File: config.mk
export PLATFORM = sky130hd
export DESIGN_NAME = multicycle_ctrl
export DESIGN_NICKNAME = d
export VERILOG_FILES = /design/src/rtl/multicycle_ctrl_pkg.sv /design/src/rtl/multicycle_ctrl_aludec.sv /design/src/rtl/multicycle_ctrl.sv
export SDC_FILE = /design/constraint.sdc
export NUM_CORES = 1
export LEC_CHECK = 0
export CAP_MARGIN = 40
export CORE_MARGIN = 2
export CORE_UTILIZATION = 39
export DETAILED_ROUTE_END_ITERATION = 10
export PLACE_DENSITY_LB_ADDON = 0.25
export SETUP_SLACK_MARGIN = 0.05
export SYNTH_ARGS = -nofsm -noshare
export SYNTH_HDL_FRONTEND = slang
export SYNTH_SLANG_ARGS = --single-unit
File: constraint.sdc
create_clock -name clk -period 1.9 [get_ports clk]
set_input_delay 0.38 -clock clk [delete_from_list [all_inputs] [get_ports clk]]
set_output_delay 0.38 -clock clk [all_outputs]
set_load 0.01 [all_outputs]
File: src/rtl/multicycle_ctrl_pkg.sv
// rtl/multicycle_ctrl_pkg.sv - shared encodings and state output decode for the multicycle controller
package multicycle_ctrl_pkg;

   typedef enum logic [3:0] {
      S_FETCH   = 4'd0,
      S_DECODE  = 4'd1,
      S_MEMADR  = 4'd2,
      S_MEMRD   = 4'd3,
      S_MEMWB   = 4'd4,
      S_MEMWR   = 4'd5,
      S_EXECUTE = 4'd6,
      S_ALUWB   = 4'd7,
      S_BRANCH  = 4'd8,
      S_ADDIEX  = 4'd9,
      S_ADDIWB  = 4'd10,
      S_JUMP    = 4'd11
   } state_t;

   localparam logic [5:0] OP_LW    = 6'b100011;
   localparam logic [5:0] OP_SW    = 6'b101011;
   localparam logic [5:0] OP_RTYPE = 6'b000000;
   localparam logic [5:0] OP_BEQ   = 6'b000100;
   localparam logic [5:0] OP_ADDI  = 6'b001000;
   localparam logic [5:0] OP_J     = 6'b000010;

   localparam logic [5:0] FN_ADD = 6'b100000;
   localparam logic [5:0] FN_SUB = 6'b100010;
   localparam logic [5:0] FN_AND = 6'b100100;
   localparam logic [5:0] FN_OR  = 6'b100101;
   localparam logic [5:0] FN_SLT = 6'b101010;

   localparam logic [1:0] SRCB_RD2    = 2'b00;
   localparam logic [1:0] SRCB_FOUR   = 2'b01;
   localparam logic [1:0] SRCB_IMM    = 2'b10;
   localparam logic [1:0] SRCB_IMMSH2 = 2'b11;

   localparam logic [1:0] PCSRC_ALU    = 2'b00;
   localparam logic [1:0] PCSRC_ALUOUT = 2'b01;
   localparam logic [1:0] PCSRC_JUMP   = 2'b10;

   localparam logic [1:0] ALUOP_ADD   = 2'b00;
   localparam logic [1:0] ALUOP_SUB   = 2'b01;
   localparam logic [1:0] ALUOP_FUNCT = 2'b10;

   localparam logic [2:0] ALU_AND = 3'b000;
   localparam logic [2:0] ALU_OR  = 3'b001;
   localparam logic [2:0] ALU_ADD = 3'b010;
   localparam logic [2:0] ALU_SUB = 3'b110;
   localparam logic [2:0] ALU_SLT = 3'b111;

   // Moore control word; jump is the state-only part of pcwrite
   typedef struct packed {
      logic       memwrite;
      logic       regwrite;
      logic       regdst;
      logic       memtoreg;
      logic       iord;
      logic       alusrca;
      logic [1:0] alusrcb;
      logic [1:0] pcsrc;
      logic [1:0] aluop;
      logic       branch;
      logic       jump;
   } ctrl_t;

   // Control word for a state; illegal codes decode to all zeros
   function automatic ctrl_t decode_ctrl(input state_t s);
      ctrl_t c;
      c = '0;
      case (s)
         S_FETCH:   c.alusrcb = SRCB_FOUR;
         S_DECODE:  c.alusrcb = SRCB_IMMSH2;
         S_MEMADR:  begin c.alusrca = 1'b1; c.alusrcb = SRCB_IMM; end
         S_MEMRD:   c.iord = 1'b1;
         S_MEMWB:   begin c.memtoreg = 1'b1; c.regwrite = 1'b1; end
         S_MEMWR:   begin c.iord = 1'b1; c.memwrite = 1'b1; end
         S_EXECUTE: begin c.alusrca = 1'b1; c.alusrcb = SRCB_RD2; c.aluop = ALUOP_FUNCT; end
         S_ALUWB:   begin c.regdst = 1'b1; c.regwrite = 1'b1; end
         S_BRANCH:  begin
            c.alusrca = 1'b1;
            c.aluop   = ALUOP_SUB;
            c.pcsrc   = PCSRC_ALUOUT;
            c.branch  = 1'b1;
         end
         S_ADDIEX:  begin c.alusrca = 1'b1; c.alusrcb = SRCB_IMM; end
         S_ADDIWB:  c.regwrite = 1'b1;
         S_JUMP:    begin c.pcsrc = PCSRC_JUMP; c.jump = 1'b1; end
         default:   c = '0;
      endcase
      return c;
   endfunction

endpackage

File: src/rtl/multicycle_ctrl_aludec.sv
// rtl/multicycle_ctrl_aludec.sv - ALU operation decoder from aluop and funct
module multicycle_ctrl_aludec
   import multicycle_ctrl_pkg::*;
(
   input  logic [5:0] funct,
   input  logic [1:0] aluop,
   output logic [2:0] alucontrol
);

   // Fixed add/sub for address and branch compare, funct field otherwise
   always_comb begin
      alucontrol = ALU_ADD;
      case (aluop)
         ALUOP_ADD: alucontrol = ALU_ADD;
         ALUOP_SUB: alucontrol = ALU_SUB;
         default: begin
            case (funct)
               FN_ADD:  alucontrol = ALU_ADD;
               FN_SUB:  alucontrol = ALU_SUB;
               FN_AND:  alucontrol = ALU_AND;
               FN_OR:   alucontrol = ALU_OR;
               FN_SLT:  alucontrol = ALU_SLT;
               default: alucontrol = 3'bxxx;
            endcase
         end
      endcase
   end

endmodule

File: src/rtl/multicycle_ctrl.sv
// rtl/multicycle_ctrl.sv - multicycle processor main control FSM
module multicycle_ctrl
   import multicycle_ctrl_pkg::*;
#(
   parameter bit MEM_WAIT_EN = 1'b1
) (
   input  logic       clk,
   input  logic       reset,
   input  logic [5:0] op,
   input  logic [5:0] funct,
   input  logic       zero,
   input  logic       memready,
   output logic       memwrite,
   output logic       irwrite,
   output logic       regwrite,
   output logic       regdst,
   output logic       memtoreg,
   output logic       iord,
   output logic       alusrca,
   output logic [1:0] alusrcb,
   output logic [1:0] pcsrc,
   output logic [2:0] alucontrol,
   output logic       pcen,
   output logic [3:0] state
);

   state_t state_q, state_d;
   ctrl_t  ctrl_q, ctrl_d;
   logic   mem_ok;
   logic   pcwrite;

   // Without wait support the memory is treated as always ready
   assign mem_ok = MEM_WAIT_EN ? memready : 1'b1;

   // Next-state logic; the control word is decoded from the next state so
   // the registered outputs always match the state they belong to
   always_comb begin
      state_d = state_q;
      case (state_q)
         S_FETCH:   if (mem_ok) state_d = S_DECODE;
         S_DECODE: begin
            case (op)
               OP_LW, OP_SW: state_d = S_MEMADR;
               OP_RTYPE:     state_d = S_EXECUTE;
               OP_BEQ:       state_d = S_BRANCH;
               OP_ADDI:      state_d = S_ADDIEX;
               OP_J:         state_d = S_JUMP;
               default:      state_d = S_FETCH;
            endcase
         end
         S_MEMADR:  state_d = (op == OP_SW) ? S_MEMWR : S_MEMRD;
         S_MEMRD:   if (mem_ok) state_d = S_MEMWB;
         S_MEMWR:   if (mem_ok) state_d = S_FETCH;
         S_EXECUTE: state_d = S_ALUWB;
         S_ADDIEX:  state_d = S_ADDIWB;
         S_MEMWB, S_ALUWB, S_BRANCH, S_ADDIWB, S_JUMP: state_d = S_FETCH;
         default:   state_d = S_FETCH;
      endcase
      ctrl_d = decode_ctrl(state_d);
   end

   // State and Moore control register; reset wins over any wait
   always_ff @(posedge clk) begin
      if (reset) begin
         state_q <= S_FETCH;
         ctrl_q  <= decode_ctrl(S_FETCH);
      end else begin
         state_q <= state_d;
         ctrl_q  <= ctrl_d;
      end
   end

   // Memory-handshake dependent enables, all held off during reset
   always_comb begin
      irwrite  = ~reset & (state_q == S_FETCH) & mem_ok;
      pcwrite  = ~reset & (((state_q == S_FETCH) & mem_ok) | ctrl_q.jump);
      pcen     = pcwrite | (~reset & ctrl_q.branch & zero);
      memwrite = ~reset & ctrl_q.memwrite;
      regwrite = ~reset & ctrl_q.regwrite;
   end

   assign regdst   = ctrl_q.regdst;
   assign memtoreg = ctrl_q.memtoreg;
   assign iord     = ctrl_q.iord;
   assign alusrca  = ctrl_q.alusrca;
   assign alusrcb  = ctrl_q.alusrcb;
   assign pcsrc    = ctrl_q.pcsrc;
   assign state    = state_q;

   multicycle_ctrl_aludec aludec (
      .funct      (funct),
      .aluop      (ctrl_q.aluop),
      .alucontrol (alucontrol)
   );

endmodule

==> metrics.cfg, run 1 <==
[route]
viasPerCell=5.254
routed_wl_mm=3.083
wl_per_cell_um=14.75
antenna_left=0
drt_pass1_iterations=4
drc=0
first_iter_violations=33
via_count=1098

[place]
dp_cells=193
placement.io_buffers=34
dpl.hpwl_mm=1.945
gp_congestion=0.8162

[clocking]
htree_levels=1
worstSkewPairLatency_ns=0.30
cts.clk_slew.worst_paths_ns=0.09
root_buffer=clkbuf_4
numCtsBuffers=3
cts_buffer_depth=2
cts_tree=done
cts.sinks=16
cts_hold_buffers=0

[global_routing]
antenna_found_initial=0
grt-busiest-layer=met2
grt_pass1_vias=1046
overflow=0
grt_util_all_layers=0.2231
grt_use_met3=0.05143
grt_max_degree=12
gr-usage-met2=0.4208
grt_pass1_wl_mm=4.471
gr-usage-met1=0.2435

[synth]
synth-async-reset-ratio=0
ys_warn_count=0
synth_cell_type_count=42
synth_edf_count=0
synth-compound-area-share=0.1746
synth_xor_area_frac=0.01894
synth_top_family_by_area=simple AND/OR/NAND/NOR gates
yosys.area_share.simple=0.3437
postSynthAreaPerCell_sq_um=8.641
netlist_instances=107
netlist_area_sq_um=924.6
synth_seq_area_share=0.3464
synthMuxAreaShare=0.02706
synth_ff_type=dfxtp_1
synth_nets=123
yosys_register_bits=16
synth_fa_ha_area_frac=0

[die]
io_pins=35
core_sq_um=2233
die_x_um=52.69
die_y_um=52.69
rows=17
die_area_sq_um=2776
initial_core_util=0.4140

[sta]
slew_headroom=0.7958
setup_viol=10
period_needed_ns=1.992
setup_ws_ns=-0.09247
fin_skew_ns=0.006967
finalHoldViolCount=0
hold-worst-slack_ns=0.6416
fmax_mhz=501.9
min_period_over_period=1.049
rsz0062_at_grt=true
slew_viol_final=0
worstMarginPinSlew_ns=0.3050

[status]
outcome=finished, violations left
violations=setup timing

[worst_setup_path]
arrival_ns=2.23
crit_chain=or4b_4 -> a2111oi_4 -> a21oi_1 -> and3_4 -> or3b_4 -> a31oi_1
worstPathBufferInverterCount=0
critPathCaptureType=flip-flop
crit_family=simple AND/OR/NAND/NOR gates
cp_slowest_cell=or4b_4
critPathMaxFanout=3
max_stage_delay_ns=0.58
critPathKind=flip-flop to flip-flop
required_ns=2.13
start_kind=flip-flop

[layout]
multi_input_area_sq_um=641.9
antenna-diode-count=0
layout.nets=198
final_cell_mix=buf_4 (38), clkdlybuf4s50_1 (20), dfxtp_1 (12)
final_common_cell=buf_4
layout.cells.non_filler=209
syn_to_final_growth_pct=87.14
layout-drive-gt1-share=0.4917
regArea_sq_um=327.8
fillers=154

[power_and_ir_drop]
p_leak_nw=0.7618
p_total_w=0.0007575
irDropWorstVdd_v=0.0005855
power_density_nw_per_um2=437.8

[min_path]
hp-class=input pin to flip-flop

[job]
cap_violations=0

layout make-up:
class,count,area share
Multi-Input combinational cell,77,0.3709
Tap cell,28,0.02025
Timing Repair Buffer,78,0.3839
Sequential cell,16,0.1894
Inverter,6,0.01446
Clock buffer,4,0.02097
report_power, final:
group	internal, W	switching, W
clock	0.000117	0.000112
sequential	0.000339	0.00000340
combinational	0.000104	0.0000808
worst reg2reg max path, stage by stage, from the launching register on:
cell,delay [ns]
dfxtp_2,0.33
or4b_4,0.58
a2111oi_4,0.21
a21oi_1,0.09
and3_4,0.17
or3b_4,0.41
a31oi_1,0.14
per-stage QoR:
step	instance area (sq um)	setup TNS, ns	setup WS (ns)	utilization
2_1_floorplan	932.1	-0.1537	-0.05878	-
3_3_place_gp	1488	-7.409	-0.4787	0.6661
3_5_place_dp	1488	-8.299	-0.5427	0.6661
4_1_cts	1620	-0.1211	-0.04052	0.7255
5_1_grt	1730	-1.267	-0.1823	0.7748
6_report	1730	-0.5057	-0.09247	0.7748
Yosys cell counts, types with 3 or more instances:
library cell / number / area share
nor2b_1: 3 / 0.020
nand3_1: 6 / 0.032
nor3b_1: 3 / 0.024
nor2_1: 12 / 0.049
buf_4: 4 / 0.032
dfxtp_1: 16 / 0.35
nor3_1: 4 / 0.022
inv_1: 6 / 0.024
a21oi_1: 3 / 0.016
a211oi_1: 3 / 0.024
nand2b_1: 3 / 0.020
nand2_1: 4 / 0.016
flip-flops by register name, summed over array words and instances, names as in the netlist:
name / cells
state: 4
regdst: 1
memtoreg: 1
pcsrc: 2
alusrca: 1
alusrcb: 2
ctrl_q: 4
iord: 1
cell families after synthesis:
| group | Yosys count |
|---|---|
| DFF | 16 |
| muxes | 2 |
| buffers and inverters | 14 |
| and+or+nand+nor | 53 |
| xor gates and xnor gates | 2 |
| AOI/OAI and AO/OA | 20 |
final timing paths:
kind / slack [ns] / startpoint / endpoint / cells after the start
max: -0.09 / state[2]$_SDFF_PP0_ / alusrca$_SDFF_PP0_ / 6
max reg2reg: -0.09 / state[2]$_SDFF_PP0_ / alusrca$_SDFF_PP0_ / 6
min reg2reg: 0.78 / state[2]$_SDFF_PP0_ / alusrca$_SDFF_PP0_ / 4
min: 0.64 / op[4] / alusrca$_SDFF_PP0_ / 4
routing by layer:
metal,vias to the layer above,routed length [um]
li1,527,-
met1,536,1208
met5,-,0
met4,0,31
met2,30,1735
met3,5,108
timing repair:
| action | in CTS | in global routing |
|---|---|---|
| resized for setup | 41 | 23 |
| setup buffers | 4 | 8 |
| pin swaps | 6 | 12 |
| gates cloned | 0 | 0 |
| endpoints found under the setup margin | 21 | 18 |
Note: power is estimated with default switching activity, not from simulation.
==> inputs of run 2 (changes only) <==
Settings changed: ABC_AREA set to 1, ABC_CLOCK_PERIOD_IN_PS set to 1900, CORE_UTILIZATION 39 to 38, PLACE_DENSITY set to 0.74, PLACE_DENSITY_LB_ADDON 0.25 to unset.
==> metrics.cfg, run 2 <==
[sta]
worstMarginPinSlew_ns=0.2579
fmax_mhz=557.4
slew_viol_final=0
rsz0062_at_grt=false
slew_headroom=0.8262
finalHoldViolCount=0
setup_viol=0
min_period_over_period=0.9443
period_needed_ns=1.794
fin_skew_ns=0.004591

[clocking]
root_buffer=clkbuf_4
cts.sinks=16
cts.clk_slew.worst_paths_ns=0.09
cts_tree=done
cts_hold_buffers=0
htree_levels=1
numCtsBuffers=3
cts_buffer_depth=2
worstSkewPairLatency_ns=0.29

[synth]
ys_warn_count=0
synth-async-reset-ratio=0
yosys_register_bits=16
synth_seq_area_share=0.3526
yosysTopAreaCell=dfxtp_1
yosysMostFrequentCell=nor2_1
netlist_area_sq_um=908.4
synth_ff_type=dfxtp_1
synth_edf_count=0
postSynthAreaPerCell_sq_um=6.397
synth_top_area_share=0.3526
synthTopCellsByArea=dfxtp_1 (35%), nor2_1 (12%), inv_1 (11%), nand2_1 (9.1%), nand3_1 (7.2%)
synthTopCellsByCount=nor2_1 (28), inv_1 (27), nand2_1 (22)
netlist_instances=142
synth_nets=158
synth_cell_type_count=22

[route]
first_iter_violations=21
viasPerCell=4.812
drt_pass1_iterations=4
routed_wl_mm=2.422
antenna_left=0
wl_per_cell_um=11.37
drc=0
via_count=1025

[power_and_ir_drop]
p_sw_frac=0.2680
pwr-share-comb=0.201
p_int_w=0.0004808
p_clk_frac=0.276
irDropWorstVdd_v=0.0003364
p_seq_frac=0.524
p_leak_nw=0.6838
power_density_nw_per_um2=481.2
switching_power_w=0.0001760

[worst_setup_path]
reg2reg_from=state[1]$_SDFF_PP0_
max_stage_delay_ns=0.48
critPathKind=input pin to output pin
required_ns=1.52
start_kind=input pin
critPathMaxFanout=2
cp_slowest_cell=clkdlybuf4s50_1
critPathCaptureType=output pin
worstSetupStartpoint=memready
arrival_ns=1.41
crit_chain=clkdlybuf4s50_1 -> nand4_1 -> buf_4 -> a21oi_2 -> buf_2

[place]
dp_cells=205
placement.io_buffers=34
gp_congestion=0.8045
post_dp_cell_area_sq_um=1295
dpl.hpwl_mm=1.813

[min_path]
min_from=state[1]$_SDFF_PP0_
hp-class=flip-flop to flip-flop

[layout]
syn_to_final_growth_pct=50.28
final_area_sq_um=1365
layout.cells.non_filler=213
layout-drive-gt1-share=0.2270
antenna-diode-count=0
final_util=0.6112
layout.nets=203
final_cell_mix=nor2_1 (27), inv_1 (26), clkdlybuf4s50_1 (22)
final_common_cell=nor2_1

[die]
io_pins=35
die_area_sq_um=2797
rows=17
die_x_um=52.89
die_y_um=52.89
initial_core_util=0.4067
core_sq_um=2233

[global_routing]
grt_max_degree=10
grt_pass1_vias=965
overflow=0
antenna_found_initial=0
grt_pass1_wl_mm=3.801
grt_util_all_layers=0.1830

[status]
outcome=finished, final reports clean

[job]
cap_violations=0

run 2: kinds of logic after synthesis:
group | synth area share
flops | 0.3526
simple gates | 0.4311
compound gates | 0.05510
buf+inv | 0.1612
run 2: what timing repair did:
item,CTS,global route
pin swaps,5,5
endpoints found under the setup margin,7,5
buffers inserted,3,2
gates resized for setup,27,11
run 2: worst paths after layout:
check | end | slack [ns] | cells past startpoint
setup / recovery | pcen | 0.11 | 5
hold / removal | regdst$_SDFF_PP0_ | 0.61 | 2
hold reg to reg | regdst$_SDFF_PP0_ | 0.61 | 2
setup reg to reg | alusrca$_SDFF_PP0_ | 0.23 | 12
run 2: critical path: cells and delay by family:
family | cells | cell delay, ns
AOI/OAI and AO/OA | 1 | 0.09
buffers and inverters | 3 | 0.80
and+or+nand+nor | 1 | 0.14
run 2: power by group through the flow:
stage                     Sequential (W)  Combinational [W]  Clock [W]
after floorplan                 0.000352          0.0000510          0
after global routing            0.000345           0.000144   0.000194
after detailed placement        0.000352           0.000123          0
after CTS                       0.000344           0.000129   0.000178
final                           0.000344           0.000132   0.000181
after global placement          0.000351           0.000119          0
run 2: routing by layer:
layer,routed length (um),vias up,global-route usage
li1,-,520,-
met5,0,-,0
met4,40,0,0.06410
met3,171,4,0.03672
met1,920,458,0.1867
met2,1290,43,0.3604
run 2: area by class of cell:
class | instances | area [sq um]
fillers | 217 | 868.3
repair buffers | 45 | 399.1
well taps | 28 | 35.03
flip-flops and latches | 16 | 320.3
multi-input cells | 91 | 475.5
clock buffers | 3 | 22.52
inverters | 30 | 112.6
run 2: through the flow:
| stage | total power [W] | setup WS (ns) | hold slack, ns | setup TNS [ns] |
|---|---|---|---|---|
| after global placement | 0.0004706 | -0.4814 | 0.5861 | -1.762 |
| after CTS | 0.0006504 | -0.07845 | 0.6065 | -0.1259 |
| after global routing | 0.0006835 | 0.05905 | 0.6435 | 0 |
| final | 0.0006569 | 0.1059 | 0.6101 | 0 |
| after detailed placement | 0.0004748 | -0.6246 | 0.5934 | -2.121 |
| after floorplan | 0.0004035 | 0.3969 | 0.4532 | 0 |
==> inputs of run 3 (changes only) <==
Settings changed: CORE_UTILIZATION 38 to 50, DONT_BUFFER_PORTS set to 1, PLACE_DENSITY 0.74 to 0.68.
==> metrics.cfg, run 3 (same netlist as run 2, synthesis figures left out) <==
[global_routing]
overflow=0
grt_pass1_wl_mm=2.835
grt_pass1_vias=697
grt_util_all_layers=0.1898
antenna_found_initial=0
grt_max_degree=14

[clocking]
post-cts-setup-buffers=0
cts.sinks=16
htree_levels=1
cts_tree=done
numCtsBuffers=3
cts.clk_slew.worst_paths_ns=0.10
worstSkewPairLatency_ns=0.30
root_buffer=clkbuf_4
cts_buffer_depth=2

[worst_setup_path]
rr_worst_depth=11
crit_end=irwrite
start_kind=flip-flop
critPathCaptureType=output pin
critPathMaxFanout=6
r2r_slack_ns=0.30
worstSetupStartpoint=state[3]$_SDFF_PP0_
arrival_ns=1.36
critPathKind=flip-flop to output pin
required_ns=1.52
reg2reg_to=alusrca$_SDFF_PP0_
reg2reg_from=state[3]$_SDFF_PP0_

[sta]
slew_viol_final=0
fin_skew_ns=0.01175
min_period_over_period=0.9147
slew_headroom=0.8103
period_needed_ns=1.738
worstMarginPinSlew_ns=0.2842
rsz0062_at_grt=false
finalHoldViolCount=0
fmax_mhz=575.4
setup_viol=0
timing.setup.tns_ns=0

[route]
viasPerCell=4.940
via_count=830
first_iter_violations=19
drt_pass1_iterations=4
drc=0
routed_wl_mm=1.800
wl_per_cell_um=10.71
antenna_left=0

[die]
initial_core_util=0.5261
die_x_um=46.63
rows=15
die_y_um=46.63
io_pins=35
die_area_sq_um=2174
core_sq_um=1727

[layout]
layout.nets=160
syn_to_final_growth_pct=5.785
antenna-diode-count=0
final_common_cell=nor2_1
final_area_sq_um=960.9
final_cell_mix=nor2_1 (28), inv_1 (27), nand2_1 (22)
fillers=182
layout-drive-gt1-share=0.1538

[min_path]
hp-class=input pin to flip-flop

[place]
placement.io_buffers=0
gp_congestion=0.8393
post_dp_cell_area_sq_um=920.9
dpl.hpwl_mm=1.445

[power_and_ir_drop]
power_density_nw_per_um2=653.3
irDropWorstVdd_v=0.0003388
p_leak_nw=0.4772

[job]
cap_violations=0

[status]
outcome=finished, final reports clean

-- run 3: cell count changes in the layout (fill, tap and decap cells not counted), moves of 2 or more --
cell | before | now
clkdlybuf4s50_1 | 22 | 0
buf_4 | 11 | 2
buf_2 | 3 | 0
clkbuf_2 | 3 | 0
dlymetal6s2s_1 | 3 | 0
dlygate4sd2_1 | 2 | 0
-- run 3: how the worst min path moves through the flow --
stage	from	endpoint	slack, ns	depth (start not counted)
5_1_grt	reset	memtoreg$_SDFF_PP0_	0.12	1
3_5_place_dp	reset	pcsrc[0]$_SDFF_PP0_	0.45	1
2_1_floorplan	reset	state[3]$_SDFF_PP0_	0.45	1
3_3_place_gp	reset	memtoreg$_SDFF_PP0_	0.45	1
6_report	reset	memtoreg$_SDFF_PP0_	0.14	1
4_1_cts	reset	memtoreg$_SDFF_PP0_	0.13	1
-- run 3: report_power, final --
part           total [W]  leakage, nW  switching, W  internal [W]
Clock           0.000228       0.0210      0.000111      0.000117
Combinational  0.0000537        0.327     0.0000359     0.0000178
Sequential      0.000347        0.129    0.00000668      0.000340
-- run 3: layer usage --
layer  GRT usage  share of wire
met5           0              0
met4      0.1056          0.022
met3     0.08235          0.090
met2      0.2833           0.45
met1      0.2264           0.43
-- run 3: worst max-delay path, stage by stage, from the launching register on --
cell and delay [ns]:
dfxtp_1 0.40, nor2_4 0.20, nand4_1 0.20, nor2_1 0.25
-- run 3: through the flow --
stage               hold WS [ns]  setup WS, ns  utilization  std cells  total power (W)
global route              0.1178       0.05152       0.5565        168        0.0006605
finish                    0.1384        0.1622       0.5565        168        0.0006278
floorplan                 0.4532        0.3969            -        142        0.0004035
CTS                       0.1288       0.09097       0.5543        168        0.0006379
global placement          0.4550        0.3932       0.5333        164        0.0004063
detailed placement        0.4550        0.3758       0.5333        164        0.0004075
-- run 3: final cells by class --
class	instances	area [sq um]	area share
Inverter	30	112.6	0.1172
Timing Repair Buffer	2	15.01	0.01562
Multi-Input combinational cell	91	445.4	0.4635
Tap cell	25	31.28	0.03255
Sequential cell	16	320.3	0.3333
Clock buffer	4	36.28	0.03776
-- run 3: what timing repair did --
item / in CTS / in global routing
hold buffers: 0 / 0
gates resized for setup: 0 / 1
endpoints found under the setup margin: 0 / 1
